### src/rtl/cache_bus_pkg.sv
// ============================================================================
//  Module      : cache_bus_pkg
//  Description : Shared constants and types for the cache memory-bus slice:
//                bus transaction tags, line geometry, arbiter FSM states and
//                requester identifiers.
//  Contents    : MEM_READ / MEM_WRITE  bus tag values
//                BEATS / LINE_MASK     line geometry
//                arb_state_e           arbiter FSM state encoding
//                req_id_e              requester identifier
//                line_t                one 512-bit cache line
//  Revision    : 1.0  initial release
// ============================================================================
`default_nettype none

package cache_bus_pkg;

    localparam int          BEATS     = 8;
    localparam logic [12:0] MEM_READ  = 13'h0011;
    localparam logic [12:0] MEM_WRITE = 13'h0012;

    // Clears the byte-in-line offset of a 64 B line.
    localparam logic [63:0] LINE_MASK = ~64'h3F;

    typedef enum logic [2:0] {
        IDLE  = 3'd0,
        REQ   = 3'd1,
        WDATA = 3'd2,
        WACK  = 3'd3,
        RDATA = 3'd4
    } arb_state_e;

    typedef enum logic [1:0] {
        REQ_I  = 2'd0,
        REQ_D  = 2'd1,
        REQ_WB = 2'd2
    } req_id_e;

    typedef logic [511:0] line_t;

    function automatic logic [63:0] line_base(input logic [63:0] addr);
        return addr & LINE_MASK;
    endfunction

endpackage

`default_nettype wire

### src/rtl/bus_beat_buffer.sv
// ============================================================================
//  Module      : bus_beat_buffer
//  Description : BEATS x DATA_W line buffer with a beat counter. Either
//                parallel-loads a line and serializes it out one beat per
//                shift, or captures beats serially and presents the whole
//                line in parallel.
//  Ports       : clk, reset (sync, active-low)
//                i_load/i_line   parallel load, counter to 0
//                i_clear         counter to 0, data kept
//                i_capture/i_beat store beat at counter, advance
//                i_shift         advance counter (serialize out)
//                o_beat          beat selected by counter
//                o_line          all beats, beat k at [k*DATA_W +: DATA_W]
//                o_cnt / o_last  counter and "counter at final beat"
//  Revision    : 1.0  initial release
// ============================================================================
`default_nettype none

module bus_beat_buffer
    import cache_bus_pkg::*;
#(
    parameter  int DATA_W = 64,
    parameter  int NBEATS = BEATS,
    localparam int CNT_W  = $clog2(NBEATS)
) (
    input  logic                       clk,
    input  logic                       reset,
    input  logic                       i_load,
    input  logic [NBEATS*DATA_W-1:0]   i_line,
    input  logic                       i_clear,
    input  logic                       i_capture,
    input  logic [DATA_W-1:0]          i_beat,
    input  logic                       i_shift,
    output logic [DATA_W-1:0]          o_beat,
    output logic [NBEATS*DATA_W-1:0]   o_line,
    output logic [CNT_W-1:0]           o_cnt,
    output logic                       o_last
);

    logic [DATA_W-1:0] r_beats [NBEATS];
    logic [CNT_W-1:0]  r_cnt;
    logic [CNT_W-1:0]  w_cnt_next;

    assign o_last     = (r_cnt == CNT_W'(NBEATS - 1));
    assign w_cnt_next = o_last ? '0 : r_cnt + 1'b1;
    assign o_beat     = r_beats[r_cnt];
    assign o_cnt      = r_cnt;

    always_ff @(posedge clk) begin
        if (!reset) begin
            r_cnt <= '0;
            for (int k = 0; k < NBEATS; k++) begin
                r_beats[k] <= '0;
            end
        end else if (i_load) begin
            r_cnt <= '0;
            for (int k = 0; k < NBEATS; k++) begin
                r_beats[k] <= i_line[k*DATA_W +: DATA_W];
            end
        end else if (i_clear) begin
            r_cnt <= '0;
        end else if (i_capture) begin
            r_beats[r_cnt] <= i_beat;
            r_cnt          <= w_cnt_next;
        end else if (i_shift) begin
            r_cnt <= w_cnt_next;
        end
    end

    generate
        for (genvar gi = 0; gi < NBEATS; gi++) begin : g_pack
            assign o_line[gi*DATA_W +: DATA_W] = r_beats[gi];
        end
    endgenerate

endmodule

`default_nettype wire

### src/rtl/mem_bus_arbiter.sv
// ============================================================================
//  Module      : mem_bus_arbiter
//  Description : Sole owner of the cache memory bus. Arbitrates writeback,
//                D-fill and I-fill line requests (wb > d > i, with an I-side
//                anti-starvation override), then runs one bus transaction at
//                a time: request/ack followed by BEATS write beats out or
//                BEATS read beats in. Completed read lines are returned on
//                fill_line with a one-cycle fill_valid.
//  Ports       : clk, reset (sync, active-low)
//                wb_*   writeback request / grant / done
//                d_*    D-side fill request / grant
//                i_*    I-side fill request / grant
//                fill_* returned line, id (0=I, 1=D), valid pulse
//                busy, proto_err (sticky)
//                bus_*  memory bus request and response channels
//  Revision    : 1.0  initial release
// ============================================================================
`default_nettype none

module mem_bus_arbiter
    import cache_bus_pkg::*;
#(
    parameter  int BUS_DATA_WIDTH = 64,
    parameter  int BUS_TAG_WIDTH  = 13,
    parameter  int BEATS          = 8,
    parameter  int ISTARVE        = 4,
    localparam int LINE_W         = BUS_DATA_WIDTH * BEATS
) (
    input  logic                      clk,
    input  logic                      reset,

    input  logic                      wb_valid,
    input  logic [63:0]               wb_addr,
    input  logic [LINE_W-1:0]         wb_line,
    output logic                      wb_grant,
    output logic                      wb_done,

    input  logic                      d_valid,
    input  logic [63:0]               d_addr,
    output logic                      d_grant,
    input  logic                      i_valid,
    input  logic [63:0]               i_addr,
    output logic                      i_grant,

    output logic                      fill_valid,
    output logic                      fill_id,
    output logic [LINE_W-1:0]         fill_line,
    output logic                      busy,
    output logic                      proto_err,

    output logic                      bus_reqcyc,
    output logic [BUS_DATA_WIDTH-1:0] bus_req,
    output logic [BUS_TAG_WIDTH-1:0]  bus_reqtag,
    input  logic                      bus_reqack,
    input  logic                      bus_respcyc,
    input  logic [BUS_DATA_WIDTH-1:0] bus_resp,
    input  logic [BUS_TAG_WIDTH-1:0]  bus_resptag,
    output logic                      bus_respack
);

    localparam int                     CNT_W     = $clog2(BEATS);
    localparam int                     STARVE_W  = $clog2(ISTARVE + 1);
    localparam logic [BUS_TAG_WIDTH-1:0] c_TAG_RD = BUS_TAG_WIDTH'(MEM_READ);
    localparam logic [BUS_TAG_WIDTH-1:0] c_TAG_WR = BUS_TAG_WIDTH'(MEM_WRITE);

    arb_state_e                r_state;
    req_id_e                   r_id;
    logic                      r_is_write;
    logic [STARVE_W-1:0]       r_starve;

    logic                      r_wb_grant, r_d_grant, r_i_grant;
    logic                      r_wb_done, r_fill_valid, r_fill_id;
    logic                      r_proto_err;
    logic                      r_reqcyc, r_respack;
    logic [BUS_DATA_WIDTH-1:0] r_bus_req;
    logic [BUS_TAG_WIDTH-1:0]  r_reqtag;

    logic                      w_any_valid;
    logic                      w_i_starved;
    logic                      w_pick_i, w_pick_d;
    logic [63:0]               w_sel_addr;
    logic                      w_rd_beat, w_wr_ack;

    logic                      w_buf_load, w_buf_clear, w_buf_capture, w_buf_shift;
    logic [BUS_DATA_WIDTH-1:0] w_buf_beat;
    logic [LINE_W-1:0]         w_buf_line;
    logic [CNT_W-1:0]          w_buf_cnt;
    logic                      w_buf_last;

    // ------------------------------------------------------------------
    // Arbitration: writeback always wins; a starved I-fill overrides D-fill.
    // ------------------------------------------------------------------
    assign w_any_valid = wb_valid | d_valid | i_valid;
    assign w_i_starved = (r_starve == STARVE_W'(ISTARVE));
    assign w_pick_i    = !wb_valid && i_valid && (w_i_starved || !d_valid);
    assign w_pick_d    = !wb_valid && d_valid && !w_pick_i;

    always_comb begin
        w_sel_addr = i_addr;
        if (wb_valid) begin
            w_sel_addr = wb_addr;
        end else if (w_pick_d) begin
            w_sel_addr = d_addr;
        end
    end

    assign w_rd_beat = bus_respcyc && (bus_resptag == c_TAG_RD);
    assign w_wr_ack  = bus_respcyc && (bus_resptag == c_TAG_WR);

    // ------------------------------------------------------------------
    // Beat buffer control. A write transaction shifts once on the request
    // ack (beat 0 goes out) and then once per WDATA cycle; the counter
    // wrapping back to 0 inside WDATA marks that beat BEATS-1 has been sent.
    // ------------------------------------------------------------------
    always_comb begin
        w_buf_load    = 1'b0;
        w_buf_clear   = 1'b0;
        w_buf_capture = 1'b0;
        w_buf_shift   = 1'b0;
        case (r_state)
            IDLE:  w_buf_load    = wb_valid;
            REQ: begin
                if (bus_reqack) begin
                    w_buf_shift = r_is_write;
                    w_buf_clear = !r_is_write;
                end
            end
            WDATA: w_buf_shift   = (w_buf_cnt != '0);
            RDATA: w_buf_capture = w_rd_beat;
            default: ;
        endcase
    end

    bus_beat_buffer #(
        .DATA_W (BUS_DATA_WIDTH),
        .NBEATS (BEATS)
    ) u_beat_buffer (
        .clk       (clk),
        .reset     (reset),
        .i_load    (w_buf_load),
        .i_line    (wb_line),
        .i_clear   (w_buf_clear),
        .i_capture (w_buf_capture),
        .i_beat    (bus_resp),
        .i_shift   (w_buf_shift),
        .o_beat    (w_buf_beat),
        .o_line    (w_buf_line),
        .o_cnt     (w_buf_cnt),
        .o_last    (w_buf_last)
    );

    // ------------------------------------------------------------------
    // Transaction FSM and registered bus outputs.
    // ------------------------------------------------------------------
    always_ff @(posedge clk) begin
        if (!reset) begin
            r_state      <= IDLE;
            r_id         <= REQ_I;
            r_is_write   <= 1'b0;
            r_starve     <= '0;
            r_wb_grant   <= 1'b0;
            r_d_grant    <= 1'b0;
            r_i_grant    <= 1'b0;
            r_wb_done    <= 1'b0;
            r_fill_valid <= 1'b0;
            r_fill_id    <= 1'b0;
            r_proto_err  <= 1'b0;
            r_reqcyc     <= 1'b0;
            r_respack    <= 1'b0;
            r_bus_req    <= '0;
            r_reqtag     <= '0;
        end else begin
            r_wb_grant   <= 1'b0;
            r_d_grant    <= 1'b0;
            r_i_grant    <= 1'b0;
            r_wb_done    <= 1'b0;
            r_fill_valid <= 1'b0;
            r_respack    <= 1'b0;

            case (r_state)
                IDLE: begin
                    if (w_any_valid) begin
                        r_wb_grant <= wb_valid;
                        r_d_grant  <= w_pick_d;
                        r_i_grant  <= w_pick_i;
                        r_is_write <= wb_valid;
                        r_id       <= wb_valid ? REQ_WB : (w_pick_d ? REQ_D : REQ_I);
                        r_reqcyc   <= 1'b1;
                        r_bus_req  <= BUS_DATA_WIDTH'(line_base(w_sel_addr));
                        r_reqtag   <= wb_valid ? c_TAG_WR : c_TAG_RD;
                        r_state    <= REQ;
                        // Saturating so a writeback winning against a starved
                        // I-fill keeps the override armed.
                        if (w_pick_i) begin
                            r_starve <= '0;
                        end else if (i_valid && !w_i_starved) begin
                            r_starve <= r_starve + 1'b1;
                        end
                    end
                end

                REQ: begin
                    if (bus_reqack) begin
                        if (r_is_write) begin
                            r_bus_req <= w_buf_beat;
                            r_state   <= WDATA;
                        end else begin
                            r_reqcyc  <= 1'b0;
                            r_bus_req <= '0;
                            r_reqtag  <= '0;
                            r_state   <= RDATA;
                        end
                    end
                end

                WDATA: begin
                    if (w_buf_cnt == '0) begin
                        r_reqcyc  <= 1'b0;
                        r_bus_req <= '0;
                        r_reqtag  <= '0;
                        r_state   <= WACK;
                    end else begin
                        r_bus_req <= w_buf_beat;
                    end
                end

                WACK: begin
                    if (bus_respcyc) begin
                        r_respack <= 1'b1;
                        if (w_wr_ack) begin
                            r_wb_done <= 1'b1;
                            r_state   <= IDLE;
                        end else begin
                            r_proto_err <= 1'b1;
                        end
                    end
                end

                RDATA: begin
                    if (bus_respcyc) begin
                        r_respack <= 1'b1;
                        if (w_rd_beat) begin
                            if (w_buf_last) begin
                                r_fill_valid <= 1'b1;
                                r_fill_id    <= (r_id == REQ_D);
                                r_state      <= IDLE;
                            end
                        end else begin
                            r_proto_err <= 1'b1;
                        end
                    end
                end

                default: r_state <= IDLE;
            endcase
        end
    end

    assign wb_grant    = r_wb_grant;
    assign d_grant     = r_d_grant;
    assign i_grant     = r_i_grant;
    assign wb_done     = r_wb_done;
    assign fill_valid  = r_fill_valid;
    assign fill_id     = r_fill_id;
    assign fill_line   = w_buf_line;
    assign busy        = (r_state != IDLE);
    assign proto_err   = r_proto_err;
    assign bus_reqcyc  = r_reqcyc;
    assign bus_req     = r_bus_req;
    assign bus_reqtag  = r_reqtag;
    assign bus_respack = r_respack;

endmodule

`default_nettype wire
### config.mk
export PLATFORM = sky130hd
export DESIGN_NAME = mem_bus_arbiter
export DESIGN_NICKNAME = d
export VERILOG_FILES = /design/src/rtl/cache_bus_pkg.sv /design/src/rtl/bus_beat_buffer.sv /design/src/rtl/mem_bus_arbiter.sv
export SDC_FILE = /design/constraint.sdc
export NUM_CORES = 1
export LEC_CHECK = 0
export ABC_CLOCK_PERIOD_IN_PS = 32200
export CAP_MARGIN = 10
export CORE_AREA = 2 2 545 547
export DETAILED_ROUTE_END_ITERATION = 16
export DIE_AREA = 0 0 547 549
export PLACE_DENSITY = 0.3
export RECOVER_POWER = 50
export SETUP_SLACK_MARGIN = 0.5
export SYNTH_ARGS = -nofsm -noshare
export SYNTH_HDL_FRONTEND = slang
export SYNTH_SLANG_ARGS = --single-unit
### constraint.sdc
create_clock -name clk -period 32.2 [get_ports clk]
set_input_delay 6.44 -clock clk [delete_from_list [all_inputs] [get_ports clk]]
set_output_delay 6.44 -clock clk [all_outputs]
set_load 0.03 [all_outputs]
==> Word-level counts from Yosys, hierarchy flattened <==
Memories as Yosys holds them, arrays and structs flattened. A register that Yosys moved wholly into a read port is not among the register bits.
Cells that the tools add are included.
{ "op_classes": {"n_addsub": 2, "n_eq_ne": 20, "n_mux": 71, "bitwise": 11, "reduce_logical": 35} }
{ "ops": {"columns": ["cell", "n"], "rows": [
  ["2-to-1 mux 64 bit", 15],
  ["one-hot mux 64 bit (3 select lines)", 1],
  ["OR reduction 64 bit", 1],
  ["2-to-1 mux 13 bit", 4],
  ["2-to-1 mux 3 bit", 17],
  ["one-hot mux 13 bit (3 select lines)", 1],
  ["2-to-1 mux 1 bit", 27],
  ["equality test 13 x 5 -> 1 bit, second input constant", 2],
  ["inequality test 2 bit, second input constant", 10],
  ["one-hot mux 3 bit (5 select lines)", 1],
  ["AND reduction 3 bit", 4],
  ["bitwise OR 1 bit", 10],
  ["AND reduction 5 bit", 2],
  ["equality test 3 bit, second input constant", 3],
  ["nonzero test 3 bit", 3],
  ["AND reduction 4 bit", 2],
  ["AND reduction 8 bit", 1],
  ["logical AND 1 bit", 7],
  ["adder 3 x 1 -> 3 bit, second input constant", 2],
  ["equality test 3 x 2 -> 1 bit, second input constant", 2],
  ["logical NOT 3 bit", 2],
  ["nonzero test 2 bit", 3],
  ["logical NOT 1 bit", 5],
  ["2-to-1 mux 2 bit", 2],
  ["10 further kinds", 12]
]} }
{ "word_totals": {"register_bits": 98, "ramBits": 512, "input_bits": 788, "out_inout_bits": 599, "mem_count": 1} }
{ "memory_table": {"columns": ["name", "depth", "width", "rd", "rd_ports_with_merged_regs", "write_ports", "line_no", "source"], "rows": [
  ["u_beat_buffer.r_beats", 8, 64, 9, 1, 8, "bus_beat_buffer.sv:40", "logic [DATA_W-1:0] r_beats [NBEATS];"]
]} }

==> Longest topological paths before layout <==
Gate-level depths: netlist of run 1.
{ "depth": {"word_depth": 10, "depth_mapped": 11, "depth_no_buf": 7} }

==> Hierarchy <==
From an unflattened synthesis of run 1, not the netlist that was laid out.
{ "hier_totals": {"hier_cells": 2084, "area_unflattened_um2": 30001.3} }
{ "by_module_without_submodules": {"columns": ["mod", "n_inst", "cells_each", "area_per_inst_um2", "seq_area_each_um2"], "rows": [
  ["bus_beat_buffer", 1, 1599, 25558.3, 15494.9],
  ["mem_bus_arbiter", 1, 485, 4443.0, 1661.6]
]} }

==> Worst setup path before layout of run 1 <==
No wires, ideal clock.
{ "synth_timing": {"path_type": "input -> register", "from": "input port bus_resptag[3]", "to": "memory u_beat_buffer.r_beats[0][0], enable pin", "setup_ps": 661, "arrival_time_ps": 14014, "required_ps": 31539, "setup_slack_ps": 17525, "cell_stages": 5, "path_buffers": 1, "path_cell_list": "nor4_1 -> nand4_1 -> or3_1 -> buf_2 -> o41ai_1"} }
{ "synth_lines": {"columns": ["item", "line_no", "source"], "rows": [
  ["start: declaration", "mem_bus_arbiter.sv:57", "input logic [BUS_TAG_WIDTH-1:0] bus_resptag,"],
  ["end: declaration", "bus_beat_buffer.sv:40", null]
]} }

==> flow_summary.toml, run 1 <==
[run_status]
status = "complete, but fails checks"
violations = "max-capacitance violations, max-slew violations"

[synth]
synthMuxAreaShare_pct = 11.31
async_flop_share_pct = 0
ys_warn_count = 0
synth_compound_area_share_pct = 17.49
synth_area_mm2 = 0.03077
yosysTopAreaCellShare_pct = 49.96
yosys_register_bits = 601
ys_top_cells_by_count = "787 x nand2_1, 512 x edfxtp_1, 456 x o21ai_0"
synthAdderAreaFrac_pct = 0.2033
synth_area_leaders = "edfxtp_1 50%, nand2_1 9.6%, o21ai_0 7.4%"
syn_area_per_cell_um2 = 10.42
seq_area_frac_synth_pct = 55.75
synth_top_cell_by_area = "edfxtp_1"
synth-main-ff-cell = "edfxtp_1"
synth.most_common_cell = "nand2_1"
yosys.area_share.simple_pct = 10.99
synth_xor_area_share_pct = 0.02846
synth_top_family_by_area = "compound AO/OA/AOI/OAI gates"
synth_cell_types = 51
synth_edf_count = 512
syn-instance-count = 2954

[cts]
clk_path_buf_depth = 4
htree_levels = 3
clk_latency_ps = 790
clock-sinks = 601
ctsResizeCount = 0
root_buffer = "clkbuf_16"
cts.clk_slew.worst_paths_ps = 60
cts_hold_buf = 0
cts_setup_buffers = 0
numCtsBuffers = 92
tritoncts = "built"

[cells_and_area]
nFillCells = 32740
final_core_util_pct = 17.52
syn_to_final_growth_pct = 67.94
num-nets-final = 5025
seqCellArea_mm2 = 0.01716
drive_above_1_share_pct = 11.22
multi_input_area_mm2 = 0.01244

[placed_design]
gp_congestion = 0.8749
dpl.hpwl_um = 226100
port_buffers = 1358

[critical_path]
required_ps = 32370
path_common_cell = "clkbuf_1"
cp-endpoint = "u_beat_buffer.r_beats[7][17]$_DFFE_PP_"
critical_path.max_stage_delay_ps = 3810
critical_path.cell_chain = "clkbuf_1, o311ai_0, nor4_1, clkbuf_1, o21ai_0"
cpMaxStageDelayCell = "clkbuf_1"
path_class = "in2reg"
crit_path_start_kind = "input pin"
crit_arrival_ps = 16320
r2r_start = "r_state[0]$_SDFFE_PN0P_"
cp-end-kind = "flop"
crit_start = "reset"
rrSetupSlack_ps = 23670
critPathMaxFanout = 82
worstReg2RegEnd = "u_beat_buffer.r_beats[1][32]$_DFFE_PP_"
r2r_cells = 8

[detailed_routing]
wl_per_cell_um = 34.51
drtIter0Drc = 2503
num_vias = 31430
post_drt_via_cell_ratio = 3.794
drc = 0
totalWireLength_um = 285900
ant_nets = 0
dr.pass1.iters = 5

[die]
initial_core_util_pct = 10.43
dieArea_mm2 = 0.3003
die_width_um = 547
io_pins = 1387
core_area_mm2 = 0.2950
die_h_um = 549
num_rows = 200

[power_and_ir_drop]
irDropWorstVdd_v = 0.00003860
p_leak_nw = 17.88
power_density_mw_per_mm2 = 52.61

[sta]
setup_tns_ps = 0
hold_viol_final = 0
post-route-period-util_pct = 50.17
min_period_ps = 16150
slew_viol_final = 525
setup_violations = 0
fmax_mhz = 61.91
slew_headroom_pct = -271.4
finalClockSkew_ps = 35.22
rsz0062_at_grt = "no"
tightestPinTransition_ps = 5571

[worst_hold_path]
hold_class = "reg2reg"
hold_path_depth = 2

[job]
drv_cap = 14

[global_route]
grt_usage_pct = 18.27
grt_pass1_vias = 31980
grt_start_max_net_pins = 83
overflow = 0
grt_pass1_wl_um = 361000
grt_antenna_before_repair = 150
## sequential cells by signal, indices dropped and copies added (netlist names), named ones only
| register | cells |
|---|---|
| u_beat_buffer.r_beats | 512 |
| bus_req | 64 |
| bus_reqtag | 3 |
| r_starve | 3 |
| r_state | 3 |
| u_beat_buffer.o_cnt | 3 |
| r_id | 2 |
| bus_respack | 1 |
| d_grant | 1 |
| fill_id | 1 |
| fill_valid | 1 |
| i_grant | 1 |
| proto_err | 1 |
| wb_done | 1 |
| wb_grant | 1 |
## stage by stage
step                      area [µm²]  worst slack [ps]  total power [W]  instances  hold WS, ps
final                          51680             16050         0.002719       8284        452.6
after floorplan                30810             17530         0.001301       2963        457.8
after CTS                      51730             21160         0.002798       8242        453.7
after global placement         48880             20280         0.001767       8077        442.3
after global routing           51590             15590         0.002813       8247        484.7
after detailed placement       48880             20300         0.001763       8077        444.9
## routing by layer
metal | global-route usage [%] | vias to the layer above | part of all wire, %
met3 | 6.028 | 366 | 8.8
met5 | 0 | - | 0.16
li1 | - | 13440 | -
met4 | 3.903 | 70 | 2.4
met1 | 22.83 | 15890 | 42
met2 | 30.36 | 1667 | 47
## cell type report
type                            instances  area share [%]
Multi-Input combinational cell       2090           24.06
Clock inverter                         27          0.6149
Inverter                               11         0.08958
Sequential cell                       601           33.21
Timing Repair Buffer                 1436           27.38
Tap cell                             3939           9.536
Antenna cell                           42          0.2034
Clock buffer                          138           4.905
## where the power goes
group / switching [W] / internal (W)
Sequential: 0.0000677 / 0.000942
Clock: 0.000427 / 0.000584
Combinational: 0.000453 / 0.000245
## worst min-delay path by stage
stage	end	startpoint	slack [ps]
2_1_floorplan	r_starve[1]$_SDFFE_PN0P_	r_starve[1]$_SDFFE_PN0P_	460
3_3_place_gp	bus_reqtag[1]$_SDFFE_PN0P_	bus_reqtag[1]$_SDFFE_PN0P_	440
3_5_place_dp	bus_reqtag[1]$_SDFFE_PN0P_	bus_reqtag[1]$_SDFFE_PN0P_	440
4_1_cts	bus_reqtag[1]$_SDFFE_PN0P_	bus_reqtag[1]$_SDFFE_PN0P_	450
5_1_grt	bus_reqtag[1]$_SDFFE_PN0P_	bus_reqtag[1]$_SDFFE_PN0P_	480
6_report	bus_reqtag[1]$_SDFFE_PN0P_	bus_reqtag[1]$_SDFFE_PN0P_	450
## cells by family after synthesis
| kind of cell | Yosys count |
|---|---|
| compound gates | 902 |
| xor+xnor | 1 |
| fa+ha+maj | 5 |
| buf+inv | 272 |
| flops | 601 |
| mux | 311 |
| other cells | 1 |
| simple gates | 861 |
## placed cells by master (no fill, tap or decap), types with 59 or more instances in the layout
master and count:
nand2_1 786, edfxtp_1 512, o21ai_0 463, clkdlybuf4s50_1 767
mux2i_1 125, buf_4 63, mux2_2 174, a21oi_1 121
dlygate4sd3_1 590, clkbuf_16 92, o21ai_2 92, o22ai_1 59
dfxtp_1 87
## worst max-delay path: cells and delay by family
| kind | cells | cell delay, ps |
|---|---|---|
| compound gates | 2 | 2970 |
| buf+inv | 2 | 6150 |
| simple gates | 1 | 500 |
No activity file was read; power rests on OpenSTA's default activity.
==> run 2: changes to the inputs <==
--- a/config.mk
+++ b/config.mk
@@ -5,11 +5,11 @@
 export SDC_FILE = /design/constraint.sdc
 export NUM_CORES = 1
 export LEC_CHECK = 0
-export ABC_CLOCK_PERIOD_IN_PS = 32200
+export ABC_CLOCK_PERIOD_IN_PS = 15300
 export CAP_MARGIN = 10
-export CORE_AREA = 2 2 545 547
+export CORE_AREA = 2 2 547 549
 export DETAILED_ROUTE_END_ITERATION = 16
-export DIE_AREA = 0 0 547 549
+export DIE_AREA = 0 0 549 551
 export PLACE_DENSITY = 0.3
 export RECOVER_POWER = 50
 export SETUP_SLACK_MARGIN = 0.5
==> constraint.sdc (replaced) <==
create_clock -name clk -period 15.3 [get_ports clk]
set_input_delay 3.06 -clock clk [delete_from_list [all_inputs] [get_ports clk]]
set_output_delay 3.06 -clock clk [all_outputs]
set_load 0.03 [all_outputs]
==> run 2 against run 1 <==
  * The flow still finishes with violations (max-capacitance violations, max-slew violations)
  * Clock skew increased by 19 ps
  * Cell area increased by 0.18%
  * Clock-buffer cell count shrank 12
==> flow_summary.toml, run 2 (synthesized netlist as in run 1, its figures left out) <==
[run_status]
status = "complete, but fails checks"
violations = "max-capacitance violations, max-slew violations"

[sta]
tightestPinTransition_ps = 5111
finalClockSkew_ps = 54.50
rsz0062_at_grt = "no"
setup_tns_ps = 0
post-route-period-util_pct = 60.25
slew_headroom_pct = -240.7
min_period_ps = 9218
fmax_mhz = 108.5
hold_viol_final = 0
slew_viol_final = 447
timing.hold.ws_ps = 466.0
setup_violations = 0

[detailed_routing]
num_vias = 31420
ant_nets = 0
totalWireLength_um = 283900
wl_per_cell_um = 34.23
post_drt_via_cell_ratio = 3.789
drtIter0Drc = 2714
drc = 0
dr.pass1.iters = 5

[job]
drv_cap = 13

[placed_design]
dpl.hpwl_um = 224900
dp_cells = 8079
gp_congestion = 0.8296
port_buffers = 1358

[global_route]
overflow = 0
use_met3_pct = 6.821
grt_use_met1_pct = 21.88
grt_pass1_vias = 31900
grt.met2_usage_pct = 29.85
grt_start_max_net_pins = 113
grt_pass1_wl_um = 356700
top_usage_layer = "met2"
grt_usage_pct = 17.97
grt_antenna_before_repair = 172

[cts]
ctsResizeCount = 0
cts_hold_buf = 0
tritoncts = "built"
clock-sinks = 601
cts.clk_slew.worst_paths_ps = 60
clk_path_buf_depth = 4
htree_levels = 3
numCtsBuffers = 93
root_buffer = "clkbuf_16"
clk_latency_ps = 810
cts_setup_buffers = 0

[die]
die_h_um = 551
die_width_um = 549
io_pins = 1387
dieArea_mm2 = 0.3025
initial_core_util_pct = 10.39
core_area_mm2 = 0.2963
num_rows = 200

[cells_and_area]
fin_cells = 8293
drive_above_1_share_pct = 11.03
final_common_cell = "nand2_1"
max_flop_register = "u_beat_buffer.r_beats"
num-nets-final = 5028
final_cell_mix = "786 x nand2_1, 766 x clkdlybuf4s50_1, 591 x dlygate4sd3_1, 512 x edfxtp_1, 466 x o21ai_0"
syn_to_final_growth_pct = 68.24
largest_reg_flops = 512

[critical_path]
critical_path.cell_chain = "dlygate4sd3_1, nor4bb_1, nand4_1, nor4_1, clkbuf_1, buf_4, o21ai_0"
required_ps = 15770
cp-end-kind = "flop"
path_class = "in2reg"
crit_path_start_kind = "input pin"
critPathMaxFanout = 76
cpMaxStageDelayCell = "clkbuf_1"
critical_path.max_stage_delay_ps = 3480
crit_arrival_ps = 9690

[power_and_ir_drop]
p_leak_nw = 17.93
fin_total_pwr_w = 0.005761
irDropWorstVdd_v = 0.00007144
power_density_mw_per_mm2 = 111.3

[worst_hold_path]
hold_class = "reg2reg"
==> run 2: cell type report <==
type | count | area (µm²)
Inverter | 11 | 46.29
Multi-Input combinational cell | 2090 | 12410
Sequential cell | 601 | 17160
Fill cell | 33100 | 244500
Clock buffer | 126 | 2524
Clock inverter | 42 | 409.1
Timing Repair Buffer | 1438 | 14180
Tap cell | 3939 | 4928
Antenna cell | 46 | 115.1
==> run 2: worst paths after layout <==
check        cells past startpoint                                     end                       start  slack, ps
max                              7  u_beat_buffer.r_beats[7][20]$_DFFE_PP_                 bus_respcyc       6080
max reg2reg                      6  u_beat_buffer.r_beats[7][20]$_DFFE_PP_     r_state[1]$_SDFFE_PN0P_       8450
min                              2              bus_reqtag[1]$_SDFFE_PN0P_  bus_reqtag[1]$_SDFFE_PN0P_        470
min reg2reg                      2              bus_reqtag[1]$_SDFFE_PN0P_  bus_reqtag[1]$_SDFFE_PN0P_        470
==> run 2: through the flow <==
stage | util [%] | area (µm²) | setup slack (ps)
after floorplan | - | 30810 | 4005
after global placement | 16.51 | 48920 | 7199
after detailed placement | 16.51 | 48920 | 7199
after CTS | 17.50 | 51850 | 8086
after global routing | 17.44 | 51670 | 5679
final | 17.47 | 51770 | 6082
==> run 2: power by group <==
| part | total (W) | internal, W | switching [W] |
|---|---|---|---|
| clock network | 0.00217 | 0.00127 | 0.000900 |
| logic | 0.00147 | 0.000517 | 0.000952 |
| registers | 0.00212 | 0.00198 | 0.000138 |
==> run 2: critical path, delay by kind of cell <==
family / cells / cell delay [ps]
AO/OA/AOI/OAI: 1 / 240
buffers and inverters: 3 / 5130
AND/OR/NAND/NOR: 3 / 1150
==> run 2: metal layers <==
layer / wire, µm / share of wire, %
met1: 117600 / 41
met2: 132000 / 46
met3: 26920 / 9.5
met4: 6875 / 2.4
met5: 591 / 0.21
==> run 3: changes to the inputs <==
--- a/config.mk
+++ b/config.mk
@@ -5,11 +5,11 @@
 export SDC_FILE = /design/constraint.sdc
 export NUM_CORES = 1
 export LEC_CHECK = 0
-export ABC_CLOCK_PERIOD_IN_PS = 15300
+export ABC_CLOCK_PERIOD_IN_PS = 7490
 export CAP_MARGIN = 10
-export CORE_AREA = 2 2 547 549
+export CORE_AREA = 2 2 533 535
 export DETAILED_ROUTE_END_ITERATION = 16
-export DIE_AREA = 0 0 549 551
+export DIE_AREA = 0 0 535 537
 export PLACE_DENSITY = 0.3
 export RECOVER_POWER = 50
 export SETUP_SLACK_MARGIN = 0.5
==> constraint.sdc (replaced) <==
create_clock -name clk -period 7.49 [get_ports clk]
set_input_delay 1.498 -clock clk [delete_from_list [all_inputs] [get_ports clk]]
set_output_delay 1.498 -clock clk [all_outputs]
set_load 0.03 [all_outputs]
==> run 3 against run 2 <==
  * The flow still finishes with violations (max-capacitance violations, max-slew violations)
  * Worst hold slack lost 2.6 ps
  * Global-route usage grew 0.60 points
  * Worst setup slack lost 4600 ps
  * Clock skew shrank 1.3 ps
  * Critical endpoint is now u_beat_buffer.r_beats[1][62]$_DFFE_PP_
  * Largest cell class unchanged
==> flow_summary.toml, run 3 (synthesized netlist as in run 1, its figures left out) <==
[run_status]
status = "complete, but fails checks"
violations = "max-capacitance violations, max-slew violations"

[cells_and_area]
final_cell_mix = "786 x nand2_1, 766 x clkdlybuf4s50_1, 591 x dlygate4sd3_1, 512 x edfxtp_1, 478 x o21ai_0"
largest_reg_flops = 512
syn_to_final_growth_pct = 67.80
drive_above_1_share_pct = 10.77
num-nets-final = 5021
final_common_cell = "nand2_1"
multi_input_area_mm2 = 0.01238
nFillCells = 31170
seqCellArea_mm2 = 0.01716
fin_cells = 8081
max_flop_register = "u_beat_buffer.r_beats"

[power_and_ir_drop]
fin_total_pwr_w = 0.01159
irDropWorstVdd_v = 0.0001710
p_leak_nw = 17.99
power_density_mw_per_mm2 = 224.5

[sta]
tightestPinTransition_ps = 3892
post-route-period-util_pct = 80.04
slew_viol_final = 175
setup_violations = 0
slew_headroom_pct = -159.5
min_period_ps = 5995
rsz0062_at_grt = "no"
hold_viol_final = 0
fmax_mhz = 166.8
finalClockSkew_ps = 53.22

[critical_path]
cp-end-kind = "flop"
crit_path_start_kind = "input pin"
cpLargestDelayFamily = "simple AND/OR/NAND/NOR gates"
cpMaxStageDelayCell = "and3_1"
crit_arrival_ps = 6560
cp_num_buf_inv = 2
critical_path.max_stage_delay_ps = 2880
path_class = "in2reg"
critPathMaxFanout = 48
required_ps = 8050
critical_path.cell_chain = "dlygate4sd3_1, and3_1, clkbuf_1, nand2_1, o21ai_0"

[cts]
cts.clk_slew.worst_paths_ps = 60
clk_path_buf_depth = 3
root_buffer = "clkbuf_16"
numCtsBuffers = 86
cts_setup_buffers = 0
clk_latency_ps = 750
clock-sinks = 601
cts_hold_buf = 0
htree_levels = 3
ctsResizeCount = 0
tritoncts = "built"

[worst_hold_path]
hold_class = "reg2reg"

[die]
io_pins = 1387
die_width_um = 535
dieArea_mm2 = 0.2873
die_h_um = 537
initial_core_util_pct = 10.94
core_area_mm2 = 0.2813
num_rows = 195

[placed_design]
dpl.hpwl_um = 216200
gp_congestion = 0.8370
dp_cells = 7883
port_buffers = 1358

[global_route]
grt_pass1_vias = 32020
overflow = 0
grt_start_max_net_pins = 84
grt_usage_pct = 18.57
grt_antenna_before_repair = 156
grt_pass1_wl_um = 351500

[detailed_routing]
dr.pass1.iters = 5
ant_nets = 0
drc = 0
num_vias = 31320
drtIter0Drc = 2070
wl_per_cell_um = 34.44
totalWireLength_um = 278300
post_drt_via_cell_ratio = 3.876

[job]
drv_cap = 4
[run 3: worst paths after layout]
check                                  start                                endpoint  slack, ps  depth (start not counted)
setup / recovery                    wb_valid  u_beat_buffer.r_beats[1][62]$_DFFE_PP_       1490                          5
hold / removal    bus_reqtag[1]$_SDFFE_PN0P_              bus_reqtag[1]$_SDFFE_PN0P_        460                          2
setup reg to reg     r_state[0]$_SDFFE_PN0P_  u_beat_buffer.r_beats[1][62]$_DFFE_PP_       2210                          5
hold reg to reg   bus_reqtag[1]$_SDFFE_PN0P_              bus_reqtag[1]$_SDFFE_PN0P_        460                          2
[run 3: stage by stage]
step	util (%)	setup TNS, ps	hold WS (ps)	setup slack (ps)	cell area [µm²]
finish	18.36	0	463.4	1495	51640
global route	18.33	0	480.4	1158	51550
CTS	18.38	0	463.4	2447	51710
detailed placement	17.39	0	454.5	1664	48930
global placement	17.39	0	446.7	1632	48920
floorplan	-	-599710	457.8	-2243	30810
[run 3: cell type report]
cell class                      instances  area share, %
Sequential cell                       601          33.24
Inverter                               11        0.08965
Timing Repair Buffer                 1438          28.04
Tap cell                             3743          9.069
Clock inverter                         46         0.9570
Antenna cell                           39         0.1890
Clock buffer                          113          4.441
Multi-Input combinational cell       2090          23.98
[run 3: where the power goes]
part / switching, W / leakage (nW) / internal (W)
registers: 0.000291 / 6.22 / 0.00405
logic: 0.00193 / 10.4 / 0.00107
clock network: 0.00187 / 1.36 / 0.00238
[run 3: tightest hold or removal path, stage by stage (launching register included)]
cell and delay, ps:
dfxtp_1 310, nand2_1 60, o21bai_1 50
[run 3: layer usage]
metal	up-vias	part of all wire, %	GRT usage, %
met4	92	2.1	3.471
met5	-	0.21	0
met1	15810	41	22.30
met3	350	9.2	6.932
met2	1637	48	31.64
li1	13440	-	-
